<file path="src/rtl/riscv_pkg.sv">
// riscv_pkg: constants shared by the fetch and decode stages of the 5-stage
// RISC-V pipeline.
//   XLEN          - data/address width
//   RESET_PC_DEF  - default first fetch address after reset
//   NOP_INSTR_DEF - bubble encoding (addi x0,x0,0)
//   opcode_e      - major opcodes (instr[6:0]) used by decode
package riscv_pkg;

   localparam int          XLEN          = 32;
   localparam logic [31:0] RESET_PC_DEF  = 32'h0000_0000;
   localparam logic [31:0] NOP_INSTR_DEF = 32'h0000_0013;

   typedef enum logic [6:0] {
      OPC_LOAD   = 7'b000_0011,
      OPC_OP_IMM = 7'b001_0011,
      OPC_AUIPC  = 7'b001_0111,
      OPC_STORE  = 7'b010_0011,
      OPC_OP     = 7'b011_0011,
      OPC_LUI    = 7'b011_0111,
      OPC_BRANCH = 7'b110_0011,
      OPC_JALR   = 7'b110_0111,
      OPC_JAL    = 7'b110_1111,
      OPC_SYSTEM = 7'b111_0011
   } opcode_e;

endpackage

</file>
<file path="src/rtl/if_skid_buffer.sv">
// if_skid_buffer: one-entry pc+instruction holding register. Catches a
// memory response that arrives while the downstream register is frozen.
//   clk, reset        - rising-edge clock, synchronous active-high reset
//   load              - capture pc_in/instr_in and mark valid (wins over clear)
//   clear             - drop the held entry
//   pc_in, instr_in   - entry to capture
//   valid, pc, instr  - held entry
module if_skid_buffer #(
   parameter int PC_W    = 32,
   parameter int INSTR_W = 32
) (
   input  logic               clk,
   input  logic               reset,
   input  logic               load,
   input  logic               clear,
   input  logic [PC_W-1:0]    pc_in,
   input  logic [INSTR_W-1:0] instr_in,
   output logic               valid,
   output logic [PC_W-1:0]    pc,
   output logic [INSTR_W-1:0] instr
);

   logic               valid_q, valid_d;
   logic [PC_W-1:0]    pc_q, pc_d;
   logic [INSTR_W-1:0] instr_q, instr_d;

   always_comb begin
      valid_d = valid_q;
      pc_d    = pc_q;
      instr_d = instr_q;
      if (load) begin
         valid_d = 1'b1;
         pc_d    = pc_in;
         instr_d = instr_in;
      end else if (clear) begin
         valid_d = 1'b0;
      end
   end

   always_ff @(posedge clk) begin
      if (reset) begin
         valid_q <= 1'b0;
         pc_q    <= '0;
         instr_q <= '0;
      end else begin
         valid_q <= valid_d;
         pc_q    <= pc_d;
         instr_q <= instr_d;
      end
   end

   assign valid = valid_q;
   assign pc    = pc_q;
   assign instr = instr_q;

endmodule

</file>
<file path="src/rtl/if_stage.sv">
// if_stage: instruction fetch. Owns the PC, issues one word fetch per cycle
// to a 1-cycle-latency instruction memory, and fills the IF/ID register.
// Stalls are absorbed by a one-entry skid buffer; EX redirects cost one
// bubble.
//   clk, reset           - rising-edge clock, synchronous active-high reset
//   stall                - hold IF/ID this cycle
//   redirect/redirect_pc - taken branch/jump target from EX (bits [1:0] ignored)
//   imem_req/imem_addr   - fetch request this cycle (word aligned)
//   imem_rdata           - word for the request issued last cycle
//   id_valid/id_pc/id_pc_plus4/id_instr - IF/ID register
module if_stage
   import riscv_pkg::*;
#(
   parameter int               XLEN      = riscv_pkg::XLEN,
   parameter logic [XLEN-1:0]  RESET_PC  = RESET_PC_DEF[XLEN-1:0],
   parameter logic [31:0]      NOP_INSTR = NOP_INSTR_DEF
) (
   input  logic            clk,
   input  logic            reset,
   input  logic            stall,
   input  logic            redirect,
   input  logic [XLEN-1:0] redirect_pc,
   output logic            imem_req,
   output logic [XLEN-1:0] imem_addr,
   input  logic [31:0]     imem_rdata,
   output logic            id_valid,
   output logic [XLEN-1:0] id_pc,
   output logic [XLEN-1:0] id_pc_plus4,
   output logic [31:0]     id_instr
);

   localparam logic [XLEN-1:0] FOUR = XLEN'(4);

   // Fetch state: implicit FSM on {req_valid_q, skid_valid}:
   // IDLE=00, FLOW=10, HELD=01.
   logic [XLEN-1:0] pc_q, pc_d;
   logic            req_valid_q, req_valid_d;
   logic [XLEN-1:0] req_pc_q, req_pc_d;

   // IF/ID register
   logic            id_valid_q, id_valid_d;
   logic [XLEN-1:0] id_pc_q, id_pc_d;
   logic [31:0]     id_instr_q, id_instr_d;

   logic            skid_load, skid_clear, skid_valid;
   logic [XLEN-1:0] skid_pc;
   logic [31:0]     skid_instr;
   logic [XLEN-1:0] target;

   // Masking instead of slicing keeps every redirect_pc bit in use.
   assign target = redirect_pc & ~XLEN'(3);

   if_skid_buffer #(.PC_W(XLEN), .INSTR_W(32)) u_skid (
      .clk      (clk),
      .reset    (reset),
      .load     (skid_load),
      .clear    (skid_clear),
      .pc_in    (req_pc_q),
      .instr_in (imem_rdata),
      .valid    (skid_valid),
      .pc       (skid_pc),
      .instr    (skid_instr)
   );

   always_comb begin
      pc_d        = pc_q;
      req_valid_d = req_valid_q;
      req_pc_d    = req_pc_q;
      id_valid_d  = id_valid_q;
      id_pc_d     = id_pc_q;
      id_instr_d  = id_instr_q;
      skid_load   = 1'b0;
      skid_clear  = 1'b0;
      imem_req    = 1'b0;
      imem_addr   = pc_q;

      if (reset) begin
         imem_addr   = RESET_PC;
         pc_d        = RESET_PC;
         req_valid_d = 1'b0;
         skid_clear  = 1'b1;
         id_valid_d  = 1'b0;
         id_pc_d     = '0;
         id_instr_d  = NOP_INSTR;
      end else if (redirect) begin
         // Fetch the target right now; whatever is in flight or held is
         // on the wrong path, so the slot becomes a bubble.
         imem_req    = 1'b1;
         imem_addr   = target;
         pc_d        = target + FOUR;
         req_valid_d = 1'b1;
         req_pc_d    = target;
         skid_clear  = 1'b1;
         id_valid_d  = 1'b0;
         id_instr_d  = NOP_INSTR;
      end else if (stall) begin
         // No new request; the word arriving now is parked in the skid.
         req_valid_d = 1'b0;
         skid_load   = req_valid_q;
      end else begin
         imem_req    = 1'b1;
         pc_d        = pc_q + FOUR;
         req_valid_d = 1'b1;
         req_pc_d    = pc_q;
         skid_clear  = 1'b1;
         if (skid_valid) begin
            id_valid_d = 1'b1;
            id_pc_d    = skid_pc;
            id_instr_d = skid_instr;
         end else if (req_valid_q) begin
            id_valid_d = 1'b1;
            id_pc_d    = req_pc_q;
            id_instr_d = imem_rdata;
         end else begin
            id_valid_d = 1'b0;
            id_instr_d = NOP_INSTR;
         end
      end
   end

   always_ff @(posedge clk) begin
      if (reset) begin
         pc_q        <= RESET_PC;
         req_valid_q <= 1'b0;
         req_pc_q    <= '0;
         id_valid_q  <= 1'b0;
         id_pc_q     <= '0;
         id_instr_q  <= NOP_INSTR;
      end else begin
         pc_q        <= pc_d;
         req_valid_q <= req_valid_d;
         req_pc_q    <= req_pc_d;
         id_valid_q  <= id_valid_d;
         id_pc_q     <= id_pc_d;
         id_instr_q  <= id_instr_d;
      end
   end

   // A stall empties the request slot before filling the skid, and any
   // new request clears the skid, so both can never be live at once.
   a_no_req_and_skid: assert property (@(posedge clk) disable iff (reset)
      !(req_valid_q && skid_valid));

   assign id_valid    = id_valid_q;
   assign id_pc       = id_pc_q;
   assign id_pc_plus4 = id_pc_q + FOUR;
   assign id_instr    = id_instr_q;

endmodule
</file>
<file path="config.mk">
export PLATFORM = sky130hd
export DESIGN_NAME = if_stage
export DESIGN_NICKNAME = d
export VERILOG_FILES = /design/src/rtl/riscv_pkg.sv /design/src/rtl/if_skid_buffer.sv /design/src/rtl/if_stage.sv
export SDC_FILE = /design/constraint.sdc
export NUM_CORES = 1
export LEC_CHECK = 0
export CORE_ASPECT_RATIO = 0.7
export CORE_MARGIN = 1.5
export CORE_UTILIZATION = 40
export CTS_CLUSTER_SIZE = 40
export DETAILED_ROUTE_END_ITERATION = 10
export HOLD_SLACK_MARGIN = 0.03
export MAX_ROUTING_LAYER = met4
export PLACE_DENSITY = 0.65
export SYNTH_ARGS = -nofsm -noshare
export SYNTH_HDL_FRONTEND = slang
export SYNTH_SLANG_ARGS = --single-unit
export TNS_END_PERCENT = 100
</file>
<file path="constraint.sdc">
create_clock -name clk -period 10.1 [get_ports clk]
set_input_delay 2.525 -clock clk [delete_from_list [all_inputs] [get_ports clk]]
set_output_delay 2.525 -clock clk [all_outputs]
set_load 0.05 [all_outputs]
</file>
==> results of run 1 <==
## worst max-delay path by stage
stage	start	end	slack (ns)	depth (start not counted)
after floorplan	redirect	imem_addr[11]	3.10	7
after global placement	redirect	imem_addr[18]	2.45	5
after detailed placement	redirect	imem_addr[18]	2.45	5
after CTS	redirect	imem_addr[18]	2.44	5
after global routing	redirect	imem_addr[18]	2.23	5
final	redirect	imem_addr[18]	2.38	5
## flip-flops by register name (all words and copies together), names as in the netlist
name,count
req_valid_q,1
u_skid.instr,32
u_skid.valid,1
req_pc_q,30
pc_q,30
id_valid,1
id_pc,30
id_instr,32
u_skid.pc,30
## power breakdown
| group | total, W | leakage (nW) | switching, W | internal (W) |
|---|---|---|---|---|
| combinational | 0.000302 | 2.36 | 0.000188 | 0.000114 |
| sequential | 0.000805 | 1.53 | 0.0000384 | 0.000767 |
| clock | 0.000682 | 0.292 | 0.000317 | 0.000366 |
## layout make-up
type / instances / share of cell area
inverters: 6 / 0.00192
clock inverters: 12 / 0.0123
flip-flops and latches: 187 / 0.319
repair buffers: 199 / 0.167
clock buffers: 20 / 0.0388
multi-input cells: 851 / 0.428
well taps: 312 / 0.0332
## per-layer routing
metal	share of wire	global-route usage
met5	0	-
met3	0.049	0.0377
met4	0.014	0.0540
met2	0.41	0.300
met1	0.53	0.330
## metrics by stage
stage	power, W	util
after floorplan	0.00101	-
after global placement	0.00112	0.494
after detailed placement	0.00112	0.494
after CTS	0.00180	0.521
after global routing	0.00186	0.521
final	0.00179	0.521
## worst max-delay path: stages
cell	delay [ns]
buf_4	0.65
buf_4	0.56
mux2i_1	0.57
nor2_1	0.11
clkdlybuf4s50_1	0.73
## synthesized netlist by cell type (3+ instances only)
| master | number | area [um2] |
|---|---|---|
| mux2_2 | 7 | 78.8 |
| nor2b_1 | 3 | 18.8 |
| nand4_1 | 6 | 37.5 |
| nor3_1 | 8 | 40.0 |
| inv_1 | 6 | 22.5 |
| dfxtp_1 | 187 | 3740 |
| a22oi_1 | 3 | 22.5 |
| buf_1 | 8 | 30.0 |
| and3_1 | 9 | 56.3 |
| mux2i_1 | 96 | 961 |
| nand3_1 | 40 | 200 |
| o22ai_1 | 4 | 25.0 |
| xnor2_1 | 46 | 403 |
| clkbuf_1 | 63 | 236 |
| buf_4 | 6 | 45.0 |
| nand2b_1 | 4 | 25.0 |
| o21ai_0 | 30 | 150 |
| buf_2 | 8 | 40.0 |
| and2_1 | 4 | 25.0 |
| xor2_1 | 25 | 219 |
| nor2_1 | 152 | 571 |
| a22o_1 | 8 | 70.1 |
| nand2_1 | 197 | 739 |
| nand3b_1 | 16 | 120 |
| a211oi_1 | 58 | 435 |
| a21oi_1 | 92 | 460 |
| and4_1 | 5 | 43.8 |
## cell families after synthesis
group	share of synthesized area
and+or+nand+nor	0.216
AOI/OAI and AO/OA	0.145
DFF	0.409
muxes	0.115
buffers and inverters	0.0443
xor gates and xnor gates	0.0679
adders and majority gates	0.00273
other	0.000410
==> reports/results.env, run 1 <==
POWER.DENSITY_nW_PER_UM2=152
TIMING.SETUP.CRITICAL_PATH_CLASS='in -> out'
FINAL-SEQ-AREA_UM2=3750
YS_SEQ_AREA_FRAC=0.409
ANT_NETS=0
DIEAREA_UM2=23800
DPL.HPWL_UM=17300
FINAL.SETUP.TNS_NS=0
NUM_ROWS=46
FINALINSTANCEAREA_UM2=11800
CHIPHEIGHT_UM=130
FINALWIRELENGTH_UM=25400
SYN_INST=1126
MAX_CAPACITANCE_VIOLATION_COUNT=0
FINALSETUPVIOLATIONS=0
TIMING.RR.END='pc_q[28]$_SDFFE_PP0P_'
SYNTH_AREA_UM2=9150
ROUTED_WIRE_LENGTH_PER_INSTANCE_UM=16.0
TIMING.CRITICAL_PATH.FROM_TYPE='input port'
FINAL_NETS=1332
CTSHOLDBUFFERS=0
POST_LAYOUT_NONFILLER_INSTANCES=1587
TIMING_WORST_SLEW_PIN_VALUE_NS=1.18
PERIOD_NEEDED_NS=7.72
MAX-SLEW-MARGIN-REL=0.214
SYNTH_EDF_COUNT=0
REMAINING_DESIGN_RULE_VIOLATION_COUNT=0
GRT_FIRST_PASS_WIRELENGTH_UM=39700
DRT_ITER0_DRC=661
DETAIL_ROUTE.VIAS_PER_CELL=5.14
CRITPATHMAXFANOUT=79
YS_DOMINANT_REG_CELL='dfxtp_1'
IO_BUFFERS=189
FP.COREAREA_UM2=22600
HTREE_NUM_LEVELS=4
CTS_SINKS=187
STATUS='complete, no violations'
LAYOUT-AREA-OVERHEAD-VS-SYNTH_PCT=28.4
WORST_MIN_PATH_START='u_skid.pc[18]$_SDFFE_PP0P_'
WORST_R2R_STARTPOINT='pc_q[2]$_SDFFE_PP0P_'
PIN_COUNT=198
SETUP_REPAIR_AFTER_GLOBAL_ROUTING_MISSED_ITS_MARGIN='false'
CLOCK_SKEW_NS=0.0120
LAYOUT-DRIVE-GT1-SHARE=0.0486
NUM-FILL-CELLS=2180
MIN_PATH_CELLS=2
WORSTHOLDPATHTYPE='reg -> reg'
REG2REG_DEPTH=8
CTS_BUFFER_COUNT=17
PRE_CTS_WS_NS=2.45
TIMING_MAX_TRANSITION_VIOLATIONS_FINAL=0
WORST-ENDPOINT-ARRIVAL_NS=5.19
SYNTHDISTINCTLIBCELLS=53
TIMING.CRITICAL_PATH.TO_TYPE='output pin'
GRT_REMAINING_OVERFLOW=0
INSERTEDDIODECOUNT=0
GRT_MAX_DEGREE=91
SYNTH-ASYNC-RESET-RATIO=0
FIRST_GLOBAL_VIAS=7201
CTS_BUFFER_DEPTH=2
FINAL_CELL_MIX='nand2_1, dfxtp_1, clkdlybuf4s50_1'
ROUTE.VIAS.TOTAL=8165
MIN_DELAY_WORST_ENDPOINT='u_skid.pc[18]$_SDFFE_PP0P_'
CTS_RESIZED=0
MIN_PERIOD_OVER_PERIOD=0.764
MAX_FREQ_GHz=0.130
DIE_W_UM=184
PLACEMENT.CELL_AREA_UM2=11200
MOSTFREQUENTLAYOUTCELL='nand2_1'
PEAK_SUPPLY_DROP_mV=0.108
WORSTSKEWPAIRLATENCY_NS=0.43
HOLD_VIOLATIONS=0
POST-ROUTE-WORST-SETUP-SLACK_NS=2.38
CELL_COUNT_AFTER_PLACEMENT=1555
DETAILEDROUTE.FIRSTPASSITERATIONCOUNT=7
FIN_HOLD_WS_NS=0.454
START_UTIL=0.406
CLK_TRANSITION_REPORTED_PATHS_NS=0.07
MULTI_INPUT_GATE_AREA_IN_THE_FINAL_LAYOUT_UM2=5030
SYNTHESIS.YOSYS.WARNINGS=0
GLOBALROUTETOTALUTIL=0.220
POSTCTSSETUPBUFFERS=0
SYN_AVG_CELL_AREA_UM2=8.13
TRITONCTS='built'
SYNTH.FF_LATCH_COUNT=187
FINALWEIGHTEDCONGESTION=0.817
LEAKAGEPOWER_nW=4.18
CLOCKROOTBUFFER='clkbuf_16'
SETUP.REG_TO_REG.WORST_SLACK_NS=7.47
ANTENNA_FOUND_INITIAL=0
CRITICAL_PATH_REQUIRED_NS=7.58
Power figures use the tool's default switching activity.
==> run 2: changes to the inputs <==
--- a/config.mk
+++ b/config.mk
@@ -12,7 +12,7 @@
 export DETAILED_ROUTE_END_ITERATION = 10
 export HOLD_SLACK_MARGIN = 0.03
 export MAX_ROUTING_LAYER = met4
-export PLACE_DENSITY = 0.65
+export PLACE_DENSITY = 0.68
 export SYNTH_ARGS = -nofsm -noshare
 export SYNTH_HDL_FRONTEND = slang
 export SYNTH_SLANG_ARGS = --single-unit
==> constraint.sdc (replaced) <==
create_clock -name clk -period 6.9 [get_ports clk]
set_input_delay 1.725 -clock clk [delete_from_list [all_inputs] [get_ports clk]]
set_output_delay 1.725 -clock clk [all_outputs]
set_load 0.05 [all_outputs]
==> run 2 against run 1 <==
  * Design area up 0.33%
  * Setup slack got worse by 1.2 ns
  * Die area did not move
  * Combinational power rose by 47%
  * Via count up 0.31%
  * Critical endpoint is now imem_addr[13]
  * Largest cell class unchanged
==> reports/results.env, run 2 (synthesized netlist as in run 1, its figures left out) <==
STATUS='complete, no violations'
WORSTSKEWPAIRLATENCY_NS=0.44  # about the same
WORSTHOLDPATHTYPE='reg -> reg'
DRT_ITER0_DRC=803  # +21%
LAYOUT-AREA-OVERHEAD-VS-SYNTH_PCT=28.9
TOTAL_SWITCHING_POWER_W=0.000805  # +48%
START_UTIL=0.406  # unchanged
PEAK_SUPPLY_DROP_mV=0.156  # +45%
FIRST_GLOBAL_VIAS=7260  # +0.82%
INSERTEDDIODECOUNT=0  # unchanged
CHIPHEIGHT_UM=130  # unchanged
TIMING.CRITICAL_PATH.FROM_TYPE='input port'
TIMING_MAX_TRANSITION_VIOLATIONS_FINAL=0  # unchanged
P_INT_W=0.00182  # +46%
REMAINING_DESIGN_RULE_VIOLATION_COUNT=0  # unchanged
MIN_PERIOD_OVER_PERIOD=0.835
DETAILEDROUTE.FIRSTPASSITERATIONCOUNT=5  # -2
WORST-ENDPOINT-ARRIVAL_NS=4.03  # -1.16 ns
POWER.DENSITY_nW_PER_UM2=223  # +46%
PERIOD_NEEDED_NS=5.76
ANTENNA_FOUND_INITIAL=0  # unchanged
LAYOUT-DRIVE-GT1-SHARE=0.0516  # +0.00302
MAX-SLEW-MARGIN-REL=0.211  # -0.00363
CTS_SINKS=187  # unchanged
REPORT.POWER.TOTAL_W=0.00263  # +47%
FINAL-SEQ-AREA_UM2=3750  # unchanged
CRIT_END='imem_addr[13]'
POWER.SWITCHING_FRACTION=0.307  # +0.00288
NUM-FILL-CELLS=2139  # -1.9%
MOSTFREQUENTLAYOUTCELL='nand2_1'
FINALSETUPVIOLATIONS=0  # unchanged
MAX_FREQ_GHz=0.174
DPL.HPWL_UM=17400  # +0.65%
FINALWIRELENGTH_UM=25200  # -0.69%
POWER.SHARE.COMBINATIONAL=0.169  # about the same
CLK_TRANSITION_REPORTED_PATHS_NS=0.07  # about the same
HOLD_VIOLATIONS=0  # unchanged
HTREE_NUM_LEVELS=4  # unchanged
WORST_R2R_STARTPOINT='pc_q[3]$_SDFFE_PP0P_'
ROUTED_WIRE_LENGTH_PER_INSTANCE_UM=15.9  # -0.87%
CRITICAL-PATH-SLOWEST-CELL='clkdlybuf4s50_1'
POWER.SHARE.SEQUENTIAL=0.449  # about the same
ANT_NETS=0  # unchanged
FP.COREAREA_UM2=22600  # unchanged
CTS_BUFFER_COUNT=17  # unchanged
PIN_COUNT=198  # unchanged
GLOBALROUTETOTALUTIL=0.218  # -0.00169
CLOCK_SKEW_NS=0.0163  # +0.00432 ns
CRITICAL_PATH.CELL_CHAIN='buf_4, buf_4, buf_4, mux2i_1, nor2_1, clkdlybuf4s50_1'
IO_BUFFERS=189  # unchanged
GRT_MAX_DEGREE=114  # +25%
POWER.SHARE.CLOCK=0.383  # +0.002
TIMING.CRITICAL_PATH.SLOWEST_CELL_DELAY_NS=0.82  # +0.09 ns
CRITICAL_PATH_S_MOST_FREQUENT_CELL='buf_4'
REG2REG_DEPTH=8  # unchanged
FINAL_CELL_MIX='nand2_1, dfxtp_1, clkdlybuf4s50_1'
DIE_W_UM=184  # unchanged
CTSHOLDBUFFERS=0  # unchanged
POSTCTSSETUPBUFFERS=0  # unchanged
DETAIL_ROUTE.VIAS_PER_CELL=5.15  # +0.12%
CTS_RESIZED=0  # unchanged
FINAL_NETS=1335  # +0.23%
TRITONCTS='built'
GRT_FIRST_PASS_WIRELENGTH_UM=39900  # +0.35%
CRITPATHMAXFANOUT=68  # -14%
FINAL_CORE_UTIL=0.523  # +0.00172
FINAL.SETUP.TNS_NS=0  # unchanged
SETUP.REG_TO_REG.WORST_SLACK_NS=4.39  # -3.08 ns
LEAKAGEPOWER_nW=4.19  # +0.41%
CRITICAL_PATH_REQUIRED_NS=5.18  # -2.40 ns
GRT_REMAINING_OVERFLOW=0  # unchanged
CTS_BUFFER_DEPTH=2  # unchanged
MAX_CAPACITANCE_VIOLATION_COUNT=0  # unchanged
WORST_SETUP_PATH_STARTPOINT='redirect'
FINALWEIGHTEDCONGESTION=0.893  # +9.3%
DIEAREA_UM2=23800  # unchanged
TIMING_WORST_SLEW_PIN_VALUE_NS=1.18  # +0.00126 ns
TIMING.RR.END='pc_q[30]$_SDFFE_PP0P_'
ROUTE.VIAS.TOTAL=8190  # +0.31%
NUM_ROWS=46  # unchanged
MULTI_INPUT_GATE_AREA_IN_THE_FINAL_LAYOUT_UM2=5030  # unchanged
SETUP_REPAIR_AFTER_GLOBAL_ROUTING_MISSED_ITS_MARGIN='false'
CLOCKROOTBUFFER='clkbuf_16'
TIMING.CRITICAL_PATH.TO_TYPE='output pin'
TIMING.SETUP.CRITICAL_PATH_CLASS='in -> out'
run 2: changes by cell type in the layout (fill, tap and decap cells not counted), sizes merged:
cell / previous run / this run
buf: 13 / 16
inv: 13 / 12
clkbuf: 20 / 18
clkinv: 3 / 5
clkinvlp: 1 / 2
run 2: worst min-delay path by stage:
| stage | depth (start not counted) | slack (ns) | start | end |
|---|---|---|---|---|
| final | 2 | 0.45 | id_valid$_SDFFE_PP0N_ | id_valid$_SDFFE_PP0N_ |
| after global routing | 2 | 0.47 | u_skid.pc[16]$_SDFFE_PP0P_ | u_skid.pc[16]$_SDFFE_PP0P_ |
| after CTS | 2 | 0.45 | id_valid$_SDFFE_PP0N_ | id_valid$_SDFFE_PP0N_ |
| after detailed placement | 2 | 0.44 | id_valid$_SDFFE_PP0N_ | id_valid$_SDFFE_PP0N_ |
| after global placement | 2 | 0.43 | id_valid$_SDFFE_PP0N_ | id_valid$_SDFFE_PP0N_ |
| after floorplan | 2 | 0.43 | req_pc_q[2]$_SDFFE_PP0P_ | u_skid.pc[2]$_SDFFE_PP0P_ |
run 2: layer usage:
metal / up-vias / share of wire / GRT usage / routed length [um]
met2: 287 / 0.40 / 0.297 / 10100
li1: 4151 / - / - / -
met1: 3731 / 0.53 / 0.329 / 13200
met4: 0 / 0.013 / 0.0492 / 337
met3: 21 / 0.061 / 0.0379 / 1550
met5: - / 0 / - / 0
run 2: power by group through the flow:
stage | combinational (W) | clock (W) | sequential [W]
4_1_cts | 0.000444 | 0.00103 | 0.00118
3_3_place_gp | 0.000439 | 0 | 0.00120
5_1_grt | 0.000476 | 0.00107 | 0.00119
3_5_place_dp | 0.000443 | 0 | 0.00120
2_1_floorplan | 0.000258 | 0 | 0.00122
6_report | 0.000443 | 0.00101 | 0.00118
run 2: critical path, delay by kind of cell:
| family | cells | cell delay, ns |
|---|---|---|
| mux | 1 | 0.10 |
| buf+inv | 4 | 2.06 |
| simple gates | 1 | 0.11 |
run 2: area by class of cell:
type	count	share of cell area
multi-input combinational	851	0.427
tap	312	0.0331
inverter	6	0.00191
sequential	187	0.318
clock inverter	14	0.0152
timing repair buffer	202	0.168
clock buffer	18	0.0372
run 2: per-stage QoR:
stage,instance area [um2],std cells,setup WS [ns],hold slack [ns]
3_3_place_gp,11200,1558,1.20,0.432
4_1_cts,11800,1590,1.16,0.454
3_5_place_dp,11200,1558,1.18,0.440
6_report,11800,1590,1.14,0.453
5_1_grt,11800,1590,1.01,0.470
2_1_floorplan,9170,1131,1.50,0.431
